--- src/rtl/robo_ambiente_if.sv ---
// Map RAM port between the robot environment model (master) and the map RAM (slave).
// Reads are synchronous: rd_data is valid one cycle after rd_row/rd_col.
interface robo_ambiente_if #(
  parameter int ROW_W  = 4,
  parameter int COL_W  = 5,
  parameter int CELL_W = 4
);
  logic [ROW_W-1:0]  rd_row;
  logic [COL_W-1:0]  rd_col;
  logic [CELL_W-1:0] rd_data;
  logic              wr_en;
  logic [ROW_W-1:0]  wr_row;
  logic [COL_W-1:0]  wr_col;
  logic [CELL_W-1:0] wr_data;

  modport master (
    output rd_row, rd_col, wr_en, wr_row, wr_col, wr_data,
    input  rd_data
  );

  modport slave (
    input  rd_row, rd_col, wr_en, wr_row, wr_col, wr_data,
    output rd_data
  );
endinterface

--- src/rtl/robo_ambiente.sv ---
// Environment model for the pipe-inspection robot: tracks pose, reads the map,
// produces sensors and applies the controller's move/turn/debris-removal decisions.
module robo_ambiente #(
  parameter int ROWS        = 10,
  parameter int COLS        = 20,
  parameter int ROW_W       = 4,
  parameter int COL_W       = 5,
  parameter int CELL_W      = 4,
  parameter int LIFE_LEVE   = 3,
  parameter int LIFE_MEDIO  = 6,
  parameter int LIFE_PESADO = 9
) (
  input  logic             clock,
  input  logic             reset,
  input  logic             load,
  input  logic [ROW_W-1:0] init_row,
  input  logic [COL_W-1:0] init_col,
  input  logic [1:0]       init_dir,
  input  logic             step_mode,
  input  logic             step,
  robo_ambiente_if.master  map,
  input  logic             avancar,
  input  logic             girar,
  input  logic             remover,
  output logic             head,
  output logic             left,
  output logic             under,
  output logic             barrier,
  output logic             sens_valid,
  output logic [ROW_W-1:0] linha,
  output logic [COL_W-1:0] coluna,
  output logic [1:0]       orientacao,
  output logic [3:0]       entulho_life,
  output logic             anomalia
);

  typedef enum logic [3:0] {
    IDLE, RD_F, RD_L, RD_U, CAP_U, SENSE, DECIDE, WAIT_STEP, HALT
  } state_t;

  localparam logic [1:0] DIR_N = 2'b00;
  localparam logic [1:0] DIR_S = 2'b01;
  localparam logic [1:0] DIR_L = 2'b10;
  localparam logic [1:0] DIR_O = 2'b11;

  localparam logic [ROW_W-1:0] ROW_MAX = ROW_W'(ROWS - 1);
  localparam logic [COL_W-1:0] COL_MAX = COL_W'(COLS - 1);
  localparam logic [3:0] LIFE_L = 4'(LIFE_LEVE);
  localparam logic [3:0] LIFE_M = 4'(LIFE_MEDIO);
  localparam logic [3:0] LIFE_P = 4'(LIFE_PESADO);

  state_t state_reg, state_next;

  logic [ROW_W-1:0]  linha_reg, deb_row_reg, front_row, left_row;
  logic [COL_W-1:0]  coluna_reg, deb_col_reg, front_col, left_col;
  logic [1:0]        ori_reg;
  logic [3:0]        life_reg;
  logic [CELL_W-1:0] front_cell_reg, left_cell_reg, under_cell_reg;
  logic              head_reg, left_reg, under_reg, barrier_reg, sens_valid_reg;
  logic              robot_in, front_in, left_in;

  // Neighbour coordinates; *_in is false when the cell falls outside the map.
  always_comb begin
    robot_in  = (linha_reg <= ROW_MAX) && (coluna_reg <= COL_MAX);
    front_row = linha_reg;
    front_col = coluna_reg;
    left_row  = linha_reg;
    left_col  = coluna_reg;
    front_in  = 1'b0;
    left_in   = 1'b0;
    case (ori_reg)
      DIR_N: begin
        front_row = linha_reg - 1'b1;  front_in = (linha_reg != '0);
        left_col  = coluna_reg - 1'b1; left_in  = (coluna_reg != '0);
      end
      DIR_S: begin
        front_row = linha_reg + 1'b1;  front_in = (linha_reg < ROW_MAX);
        left_col  = coluna_reg + 1'b1; left_in  = (coluna_reg < COL_MAX);
      end
      DIR_L: begin
        front_col = coluna_reg + 1'b1; front_in = (coluna_reg < COL_MAX);
        left_row  = linha_reg - 1'b1;  left_in  = (linha_reg != '0);
      end
      default: begin
        front_col = coluna_reg - 1'b1; front_in = (coluna_reg != '0);
        left_row  = linha_reg + 1'b1;  left_in  = (linha_reg < ROW_MAX);
      end
    endcase
    front_in = front_in && robot_in;
    left_in  = left_in && robot_in;
  end

  always_ff @(posedge clock or posedge reset) begin
    if (reset) state_reg <= IDLE;
    else       state_reg <= state_next;
  end

  always_comb begin
    state_next = state_reg;
    case (state_reg)
      IDLE:      if (load) state_next = RD_F;
      RD_F:      state_next = RD_L;
      RD_L:      state_next = RD_U;
      RD_U:      state_next = CAP_U;
      CAP_U:     state_next = (!robot_in || map.rd_data == CELL_W'(1)) ? HALT : SENSE;
      SENSE:     state_next = DECIDE;
      DECIDE: begin
        if (life_reg == '0 && avancar && !front_in) state_next = HALT;
        else if (step_mode)                         state_next = WAIT_STEP;
        else                                        state_next = RD_F;
      end
      WAIT_STEP: if (step) state_next = RD_F;
      HALT:      state_next = HALT;
      default:   state_next = IDLE;
    endcase
  end

  // Map port: the clearing write lands in DECIDE so the very next front read sees it.
  always_comb begin
    map.rd_row  = '0;
    map.rd_col  = '0;
    map.wr_en   = 1'b0;
    map.wr_row  = deb_row_reg;
    map.wr_col  = deb_col_reg;
    map.wr_data = '0;
    case (state_reg)
      RD_F:   if (front_in) begin map.rd_row = front_row; map.rd_col = front_col; end
      RD_L:   if (left_in)  begin map.rd_row = left_row;  map.rd_col = left_col;  end
      RD_U:   if (robot_in) begin map.rd_row = linha_reg; map.rd_col = coluna_reg; end
      DECIDE: map.wr_en = (life_reg == 4'd1);
      default: ;
    endcase
    anomalia = (state_reg == HALT);
  end

  always_ff @(posedge clock or posedge reset) begin
    if (reset) begin
      linha_reg      <= '0;
      coluna_reg     <= '0;
      ori_reg        <= '0;
      life_reg       <= '0;
      deb_row_reg    <= '0;
      deb_col_reg    <= '0;
      front_cell_reg <= '0;
      left_cell_reg  <= '0;
      under_cell_reg <= '0;
      head_reg       <= 1'b0;
      left_reg       <= 1'b0;
      under_reg      <= 1'b0;
      barrier_reg    <= 1'b0;
      sens_valid_reg <= 1'b0;
    end else begin
      sens_valid_reg <= (state_reg == SENSE);
      case (state_reg)
        IDLE: if (load) begin
          linha_reg  <= init_row;
          coluna_reg <= init_col;
          ori_reg    <= init_dir;
          life_reg   <= '0;
        end
        RD_L:  front_cell_reg <= front_in ? map.rd_data : '0;
        RD_U:  left_cell_reg  <= left_in ? map.rd_data : '0;
        CAP_U: under_cell_reg <= map.rd_data;
        SENSE: begin
          head_reg    <= !front_in || front_cell_reg == CELL_W'(1);
          left_reg    <= !left_in || left_cell_reg == CELL_W'(1);
          under_reg   <= (under_cell_reg == CELL_W'(2));
          barrier_reg <= front_in && front_cell_reg >= CELL_W'(3);
        end
        DECIDE: begin
          if (life_reg != '0) begin
            life_reg <= life_reg - 1'b1;
          end else if (avancar) begin
            if (front_in) begin
              linha_reg  <= front_row;
              coluna_reg <= front_col;
            end
          end else if (girar) begin
            case (ori_reg)
              DIR_N:   ori_reg <= DIR_O;
              DIR_O:   ori_reg <= DIR_S;
              DIR_S:   ori_reg <= DIR_L;
              default: ori_reg <= DIR_N;
            endcase
          end else if (remover && front_in) begin
            deb_row_reg <= front_row;
            deb_col_reg <= front_col;
            case (front_cell_reg)
              CELL_W'(3): life_reg <= LIFE_L;
              CELL_W'(4): life_reg <= LIFE_M;
              CELL_W'(5): life_reg <= LIFE_P;
              default:    life_reg <= '0;
            endcase
          end
        end
        default: ;
      endcase
    end
  end

  assign head         = head_reg;
  assign left         = left_reg;
  assign under        = under_reg;
  assign barrier      = barrier_reg;
  assign sens_valid   = sens_valid_reg;
  assign linha        = linha_reg;
  assign coluna       = coluna_reg;
  assign orientacao   = ori_reg;
  assign entulho_life = life_reg;

endmodule

--- src/flat_wrapper.sv ---
// flat-port wrapper written by rule: the top's interface ports become plain ports
module robo_ambiente_flat 
#(
  parameter int ROWS        = 10,
  parameter int COLS        = 20,
  parameter int ROW_W       = 4,
  parameter int COL_W       = 5,
  parameter int CELL_W      = 4,
  parameter int LIFE_LEVE   = 3,
  parameter int LIFE_MEDIO  = 6,
  parameter int LIFE_PESADO = 9
)
  (clock, reset, load, init_row, init_col, init_dir, step_mode, step, avancar, girar, remover, head, left, under, barrier, sens_valid, linha, coluna, orientacao, entulho_life, anomalia, map_rd_row, map_rd_col, map_wr_en, map_wr_row, map_wr_col, map_wr_data, map_rd_data);
  robo_ambiente_if #(.ROW_W(ROW_W), .COL_W(COL_W), .CELL_W(CELL_W)) map_i ();
  input  logic clock;
  input  logic reset;
  input  logic load;
  input  logic [ROW_W-1:0] init_row;
  input  logic [COL_W-1:0] init_col;
  input  logic [1:0] init_dir;
  input  logic step_mode;
  input  logic step;
  input  logic avancar;
  input  logic girar;
  input  logic remover;
  output logic head;
  output logic left;
  output logic under;
  output logic barrier;
  output logic sens_valid;
  output logic [ROW_W-1:0] linha;
  output logic [COL_W-1:0] coluna;
  output logic [1:0] orientacao;
  output logic [3:0] entulho_life;
  output logic anomalia;
  output wire logic [$bits(map_i.rd_row)-1:0] map_rd_row;
  output wire logic [$bits(map_i.rd_col)-1:0] map_rd_col;
  output wire logic [$bits(map_i.wr_en)-1:0] map_wr_en;
  output wire logic [$bits(map_i.wr_row)-1:0] map_wr_row;
  output wire logic [$bits(map_i.wr_col)-1:0] map_wr_col;
  output wire logic [$bits(map_i.wr_data)-1:0] map_wr_data;
  input wire logic [$bits(map_i.rd_data)-1:0] map_rd_data;
  assign map_rd_row = map_i.rd_row;
  assign map_rd_col = map_i.rd_col;
  assign map_wr_en = map_i.wr_en;
  assign map_wr_row = map_i.wr_row;
  assign map_wr_col = map_i.wr_col;
  assign map_wr_data = map_i.wr_data;
  assign map_i.rd_data = map_rd_data;
  robo_ambiente #(.ROWS(ROWS), .COLS(COLS), .ROW_W(ROW_W), .COL_W(COL_W), .CELL_W(CELL_W), .LIFE_LEVE(LIFE_LEVE), .LIFE_MEDIO(LIFE_MEDIO), .LIFE_PESADO(LIFE_PESADO)) u_core (.clock(clock), .reset(reset), .load(load), .init_row(init_row), .init_col(init_col), .init_dir(init_dir), .step_mode(step_mode), .step(step), .map(map_i), .avancar(avancar), .girar(girar), .remover(remover), .head(head), .left(left), .under(under), .barrier(barrier), .sens_valid(sens_valid), .linha(linha), .coluna(coluna), .orientacao(orientacao), .entulho_life(entulho_life), .anomalia(anomalia));
endmodule
--- config.mk ---
export PLATFORM = sky130hd
export DESIGN_NAME = robo_ambiente_flat
export DESIGN_NICKNAME = d
export VERILOG_FILES = /design/src/rtl/robo_ambiente_if.sv /design/src/rtl/robo_ambiente.sv /design/src/flat_wrapper.sv
export SDC_FILE = /design/constraint.sdc
export NUM_CORES = 1
export LEC_CHECK = 0
export BUFFER_PORTS_ARGS = -buffer_cell sky130_fd_sc_hd__buf_4
export CORE_MARGIN = 5
export CORE_UTILIZATION = 51
export DETAILED_ROUTE_END_ITERATION = 8
export PLACE_DENSITY = 0.77
export SYNTH_ARGS = -nofsm -noshare
export SYNTH_HDL_FRONTEND = slang
export SYNTH_SLANG_ARGS = --single-unit
--- constraint.sdc ---
create_clock -name clock -period 2.5 [get_ports clock]
set_input_delay 0.25 -clock clock [delete_from_list [all_inputs] [get_ports clock]]
set_output_delay 0.25 -clock clock [all_outputs]
set_load 0.03 [all_outputs]
==> results.cfg, run 1 <==
[finish]
nets = 554
layout_common_cells = buf_4 (125), dfrtp_1 (40), nor2_1 (38), nand2_1 (38), a21oi_1 (23)
syn2layout_area_growth_pct = 39.5
final_area_um2 = 4870
final_common_cell = buf_4
insertedDiodeCount = 0
drive_gt1_share_pct = 43.0

[synthesis]
syn_area_um2 = 3490
synthArstFlopShare_pct = 100
synth_flop_cell = dfrtp_1
synth.distinct_cells = 81
netlist_instances = 401
yosys_warnings = 0
ys_seq_area_share_pct = 32.3
ys_seq_elements = 45
synth_edf_count = 0
syn_avg_cell_area_um2 = 8.70

[sta]
rsz0062_at_grt = yes
fin_crit_sh_pct = 110
skew_ps = 6.11
slew_viol_final = 0
slew_headroom_pct = 37.0
max_freq_mhz = 365
setup_viol = 9
fin_crit_ps = 2740
hold_viol_final = 0
finalWorstSetupSlack_ps = -238
worstMarginPinSlew_ps = 944

[die]
fp.dieH_um = 92.7
core-area_um2 = 6720
die_w_um = 92.7
die_area_um2 = 8600
initial_utilization_pct = 51.9
ios = 67
fp-row-count = 30

[setup_path]
cp_max_fo = 6
cp_top_family = compound AO/OA/AOI/OAI gates
critical_path.cell_chain = inv_2 > ha_4 > nor4b_4 > o22ai_2 > o211ai_2 > a211oi_2 > a31o_1 > a211o_4 > buf_6
reg2reg_to = u_core.state_reg[1]
critical_path_class = reg -> out
rrSetupSlack_ps = 40
regToRegStartpoint = u_core.orientacao[0]
cp-start-kind = register
cp_data_required_time_ps = 2250
crit_path_end_kind = output pin
crit_start = u_core.coluna[0]
cp.depth = 9
critPathSlowestCell = dfrtp_2
cp.buffers_inverters = 2
crit_arrival_ps = 2490
critPathMaxStageDelay_ps = 460
worstRegToRegCells = 9

[routing]
drt-initial-drc-count = 201
routed_wl_mm = 11.0
drtPass1Iterations = 5
routedWlPerCell_um = 18.4
vias = 3664
drt.antenna.violating_nets = 0
drc = 0
vias_per_cell = 6.12

[outcome]
status = finished with violations
violations = setup timing

[clocking]
clockBufferDepth = 2
worstSkewPairLatency_ps = 300
cts_tree = built
cts_root_buf = clkbuf_8
clk_pin_slew_ps = 80
cts_buffers = 5
cts-htree-levels = 2
clock-sinks = 45

[global_routing]
grt_pass1_wl_mm = 16.9
antenna_found_initial = 0
grt_max_degree = 46
groute.usage.overall_pct = 24.4
grt-ovfl-total = 0
grt_pass1_vias = 3576

[power_and_ir_drop]
power_density_nw_per_um2 = 1430
p_leak_uw = 0.00214
power_uw = 6960
peakVddDrop_mv = 0.653

[flow_run]
maxCapViolCount = 0

[place]
post_dp_cell_area_um2 = 4300
place_congestion = 0.902
io_buffer_count = 62
dp_hpwl_mm = 7.50

[worst_hold_path]
min_path_type = in -> async
==> synth_stat cells (7+ instances only) <==
library cell | number | share of area (%)
o22a_1 | 7 | 1.8
nor3_1 | 14 | 2.0
o21ai_0 | 24 | 3.4
clkbuf_1 | 18 | 1.9
ha_1 | 13 | 4.7
dfrtp_1 | 45 | 32
inv_1 | 17 | 1.8
nor2_1 | 44 | 4.7
nand3_1 | 8 | 1.1
a221o_1 | 7 | 2.0
nand2_1 | 38 | 4.1
a21oi_1 | 25 | 3.6
==> cells by family after synthesis <==
family | Yosys count | synth area share, %
AOI/OAI and AO/OA | 123 | 26.5
and+or+nand+nor | 149 | 22.6
xor gates and xnor gates | 6 | 1.51
DFF | 45 | 32.3
other | 1 | 0.107
adders and majority gates | 13 | 4.66
buffers and inverters | 47 | 6.42
muxes | 17 | 5.99
==> report_power, final <==
group	internal (µW)	leakage (µW)	switching [µW]
combinational	2330	0.00153	2940
clock	193	0.0000439	261
sequential	985	0.000564	246
total	3510	0.00214	3450
==> repair_timing <==
action / CTS / global route
setup endpoints to repair: 9 / 12
resized for setup: 29 / 26
buffers inserted: 17 / 18
hold buffers: 0 / 0
cloned: 1 / 1
pin swaps: 12 / 13
==> worst max path at each step <==
stage | end | slack [ps]
floorplan | map_rd_col[2] | -80
global placement | map_rd_row[1] | 80
detailed placement | map_rd_row[1] | 70
CTS | map_rd_row[2] | -100
global route | map_rd_row[0] | -320
finish | map_rd_row[0] | -240
==> metrics by stage <==
| step | setup WS (ps) | std cells | TNS, ps | utilization (%) | hold WS (ps) |
|---|---|---|---|---|---|
| 4_1_cts | -96.9 | 584 | -671 | 68.7 | 164 |
| 5_1_grt | -323 | 599 | -2250 | 72.4 | 159 |
| 3_5_place_dp | 70.7 | 558 | 0 | 64.0 | 471 |
| 3_3_place_gp | 79.9 | 558 | 0 | 64.0 | 461 |
| 2_1_floorplan | -81.7 | 404 | -210 | - | 374 |
| 6_report | -238 | 599 | -1430 | 72.4 | 160 |
==> routing by layer <==
| metal | up-vias | global-route usage, % | routed length (µm) |
|---|---|---|---|
| li1 | 1686 | - | - |
| met1 | 1771 | 29.8 | 4460 |
| met2 | 171 | 42.4 | 5590 |
| met3 | 36 | 4.14 | 659 |
| met4 | 0 | 10.3 | 308 |
| met5 | - | 0 | 0 |
==> final cells by class <==
| type | count | area [µm²] |
|---|---|---|
| clock buffers | 5 | 68.8 |
| clock inverters | 3 | 17.5 |
| fillers | 501 | 1850 |
| inverters | 17 | 71.3 |
| multi-input cells | 314 | 2410 |
| flip-flops and latches | 45 | 1130 |
| well taps | 80 | 100 |
| repair buffers | 135 | 1060 |
No activity file was read; power rests on OpenSTA's default activity.
==> inputs of run 2 (changes only) <==
Settings changed: CORE_MARGIN 5 to 2, REMOVE_ABC_BUFFERS set to 1.
==> run 2 against run 1 <==
Effect of this change:
- the run still ends with setup timing left
- non-clock buffer count decreased by 9
- design area is 4.1% lower
- worst hold slack got worse by 77 ps
- first-iteration DRC count grew 13%
- sequential power is essentially flat
- sequential share of layout area rose by 0.93 points
- total power down 6.4%
- die area shrank 13%
==> results.cfg, run 2 (synthesized netlist as in run 1, its figures left out) <==
[power_and_ir_drop]
power_density_nw_per_um2 = 1400
swShare_pct = 50.0
p_comb_share_pct = 73.6
power_uw = 6510
p_seq_share_pct = 19.2
p_sw_uw = 3260
p_int_uw = 3260
peakVddDrop_mv = 0.694
power_frac_clock_pct = 7.1
p_leak_uw = 0.00208

[global_routing]
grt_pass1_wl_mm = 16.4
grt-ovfl-total = 0
antenna_found_initial = 0
grt_max_degree = 46
grt_pass1_vias = 3333
groute.usage.overall_pct = 27.8

[setup_path]
crit_top_cell = buf_6
critPathMaxStageDelay_ps = 470
critical_path_class = reg -> out
cp_data_required_time_ps = 2250
cp_max_fo = 6
crit_path_end_kind = output pin
crit_arrival_ps = 2420
cp-start-kind = register
critPathSlowestCell = dfrtp_2
critical_path.cell_chain = buf_6 > and4b_2 > a211oi_4 > nand4_1 > nor2_4 > buf_6 > buf_12 > a221o_1 > buf_6

[routing]
met3RoutedLength_um = 636
drt-initial-drc-count = 228
drtPass1Iterations = 5
routed_wl_mm = 10.7
top_layer = met4
vias_per_cell = 6.08
routedWlPerCell_um = 18.2
vias = 3576
wl_met1_mm = 4.33
wl_met2_mm = 5.37
drc = 0
drt.antenna.violating_nets = 0

[outcome]
status = finished with violations
violations = setup timing

[clocking]
clk_pin_slew_ps = 90
cts-htree-levels = 2
cts_buffers = 5
cts_root_buf = clkbuf_8
worstSkewPairLatency_ps = 310
holdBufCountCts = 0
cts_tree = built
clock-sinks = 45
clockBufferDepth = 2

[die]
core-area_um2 = 6720
ios = 67
fp.dieH_um = 86.7
die_area_um2 = 7520
die_w_um = 86.7
fp-row-count = 30
initial_utilization_pct = 51.9

[sta]
fin_crit_sh_pct = 107
slew_viol_final = 0
worstMarginPinSlew_ps = 682
finalWorstSetupSlack_ps = -169
setup_viol = 9
final.setup.tns_ps = -1170
fin_hold_ws_ps = 83.0
fin_crit_ps = 2670
rsz0062_at_grt = yes
slew_headroom_pct = 54.2
max_freq_mhz = 375
skew_ps = 12.3
hold_viol_final = 0

[finish]
nets = 543
drive_gt1_share_pct = 37.8
syn2layout_area_growth_pct = 33.8
layout_common_cells = buf_4 (111), nor2_1 (42), dfrtp_1 (42)
insertedDiodeCount = 0
fin_util_pct = 69.5
final_common_cell = buf_4

[flow_run]
maxCapViolCount = 0

[place]
dp_hpwl_mm = 7.80
pre_cts_ws_ps = -0.355
io_buffer_count = 62
place_congestion = 0.993

[worst_hold_path]
min_path_type = in -> async
-- run 2: cell count changes in the layout (fill, tap and decap cells not counted), moves of 3 or more --
cell	previous run	this run
a221o_1	2	7
a221o_2	5	0
buf_4	125	111
buf_6	8	12
ha_1	5	8
ha_4	7	3
inv_4	3	0
nor2_1	38	42
nor2_4	5	2
-- run 2: final cells by class --
| cell class | instances | area, µm² |
|---|---|---|
| repair buffers | 126 | 1010 |
| flip-flops and latches | 45 | 1130 |
| clock buffers | 7 | 76.3 |
| fillers | 541 | 2050 |
| multi-input cells | 312 | 2280 |
| clock inverters | 1 | 7.51 |
| well taps | 80 | 100 |
| inverters | 17 | 63.8 |
-- run 2: routing by layer --
metal	track usage (%)	vias up
met5	0	-
met4	11.9	0
met3	3.52	32
met2	48.4	172
met1	34.5	1691
li1	-	1681
-- run 2: final timing paths --
check	startpoint	slack [ps]	end	depth (start not counted)
max	u_core.coluna[0]	-170	map_rd_row[2]	9
min	reset	80	u_core.sens_valid	3
max reg2reg	u_core.coluna[0]	50	u_core.map.wr_row[0]	9
min reg2reg	u_core.left_cell_reg[2]	490	u_core.left_cell_reg[2]	2
max in group asynchronous	reset	1960	u_core.orientacao[0]	3
min in group clock	step_mode	170	u_core.state_reg[2]	2
-- run 2: power groups by stage --
stage	sequential, µW	combinational (µW)	clock, µW
3_3_place_gp	1210	4240	0
6_report	1250	4800	464
5_1_grt	1280	5090	493
3_5_place_dp	1220	4280	0
4_1_cts	1240	4590	468
2_1_floorplan	1710	2220	0
-- run 2: critical path, delay by kind of cell, from the launching register on --
family,cells,cell delay [ps]
flops,1,470
simple gates,3,700
buf+inv,4,520
compound gates,2,420
-- run 2: metrics by stage --
stage	instance area, µm²	std cells
after global routing	4670	588
after detailed placement	4290	565
after global placement	4290	565
after floorplan	3340	374
final	4670	588
after CTS	4550	580
-- run 2: timing repair --
action	in CTS	in global routing
setup endpoints to repair	9	10
pin swaps	11	10
buffers inserted	7	8
resized for setup	36	15
gates cloned	0	1
==> inputs of run 3 (changes only) <==
Settings changed: PLACE_DENSITY 0.77 to 0.76.
==> run 3 against run 2 <==
Effect of this change:
- utilization rose by 0.28 points
- largest power group unchanged
- largest cell class unchanged
- die area did not move
- critical path depth rose by 1
- sequential power fell by 6%
- critical path type unchanged
- via count fell by 0.45%
- the run still ends with setup timing left
- non-clock buffer count fell by 4
- sequential share of layout area fell by 0.18 points
- setup slack improved by 59 ps
==> results.cfg, run 3 (synthesized netlist as in run 1, its figures left out) <==
[routing]
vias_per_cell = 6.11
drt.antenna.violating_nets = 0
drt-initial-drc-count = 262
vias = 3560
routedWlPerCell_um = 17.8
drc = 0
routed_wl_mm = 10.4
drtPass1Iterations = 5

[sta]
fin_crit_sh_pct = 104
slew_headroom_pct = 52.0
hold_viol_final = 0
rsz0062_at_grt = yes
final.setup.tns_ps = -759
setup_viol = 9
skew_ps = 6.08
finalWorstSetupSlack_ps = -110
fin_crit_ps = 2610
worstMarginPinSlew_ps = 714
max_freq_mhz = 383
slew_viol_final = 0

[place]
pre_cts_ws_ps = 19.8
post_dp_cell_area_um2 = 4230
place_congestion = 0.930
io_buffer_count = 62
dp_hpwl_mm = 7.43

[power_and_ir_drop]
power_uw = 6530
power_density_nw_per_um2 = 1390
p_leak_uw = 0.00207
peakVddDrop_mv = 0.626

[die]
core-area_um2 = 6720
die_area_um2 = 7520
fp.dieH_um = 86.7
die_w_um = 86.7
fp-row-count = 30
initial_utilization_pct = 51.9
ios = 67

[clocking]
clockBufferDepth = 2
cts_buffers = 5
cts_root_buf = clkbuf_8
worstSkewPairLatency_ps = 300
cts-htree-levels = 2
clock-sinks = 45
cts_tree = built
clk_pin_slew_ps = 90

[finish]
drive_gt1_share_pct = 37.8
insertedDiodeCount = 0
final_area_um2 = 4690
fillers = 518
nets = 539
final_common_cell = buf_4
layout_common_cells = buf_4 (107), dfrtp_1 (45), nor2_1 (41)
multiInputGateArea_um2 = 2340
register_area_um2 = 1130
syn2layout_area_growth_pct = 34.3

[setup_path]
crit_arrival_ps = 2360
cp_max_fo = 4
critical_path_class = reg -> out
crit_path_end_kind = output pin
cp-start-kind = register
cp_data_required_time_ps = 2250

[worst_hold_path]
min_path_type = in -> async

[outcome]
status = finished with violations
violations = setup timing

[global_routing]
grt-ovfl-total = 0
grt_max_degree = 46
antenna_found_initial = 0
groute.usage.overall_pct = 27.6
grt_pass1_wl_mm = 16.5
grt_pass1_vias = 3358

[flow_run]
maxCapViolCount = 0
[run 3: final cells by class]
type,instances,share of cell area (%)
well taps,80,2.14
flip-flops and latches,45,24.0
repair buffers,122,20.7
clock inverters,1,0.160
clock buffers,6,1.76
inverters,17,1.36
multi-input cells,312,49.8
[run 3: critical path, stage by stage, from the launching register on]
cell and delay (ps):
dfrtp_1 390, inv_2 110, ha_1 210, o21bai_4 80, a211oi_4 300, nand4_1 220
nor2_4 250, buf_6 160, a211oi_4 60, nor2_2 130, buf_6 150
[run 3: through the flow]
stage          hold slack, ps  utilization [%]  cells
6_report                 90.4             69.8    583
5_1_grt                   141             69.8    583
4_1_cts                   116             68.6    580
3_5_place_dp              441             63.0    559
3_3_place_gp              435             63.0    559
2_1_floorplan             374                -    374
[run 3: final timing paths]
path	start	to	slack, ps	cells after the start
min in group clock	step_mode	u_core.state_reg[2]	190	2
max in group asynchronous	reset	u_core.linha[2]	2000	3
setup reg to reg	u_core.linha[1]	u_core.map.wr_col[4]	130	10
setup / recovery	u_core.linha[1]	map_rd_col[0]	-110	10
hold / removal	reset	u_core.map.wr_col[0]	90	3
hold reg to reg	u_core.left_cell_reg[2]	u_core.left_cell_reg[2]	480	2
[run 3: per-layer routing]
layer	vias to the layer above	wire length, µm	GRT usage (%)
li1	1655	-	-
met1	1707	4480	35.9
met2	169	4920	46.1
met3	29	595	4.19
met4	0	395	10.9
met5	-	0	0
[run 3: report_power, final]
| group | internal [µW] | switching [µW] | total [µW] |
|---|---|---|---|
| Sequential | 978 | 201 | 1180 |
| Clock | 219 | 253 | 472 |
| Combinational | 2080 | 2800 | 4880 |
| Total | 3280 | 3250 | 6530 |
[run 3: repair_timing]
item                                    in CTS  in global routing
buffers inserted                            14                  3
gates resized for setup                     43                 14
pin swaps                                   13                  8
endpoints found under the setup margin       9                 10
hold buffers                                 0                  0
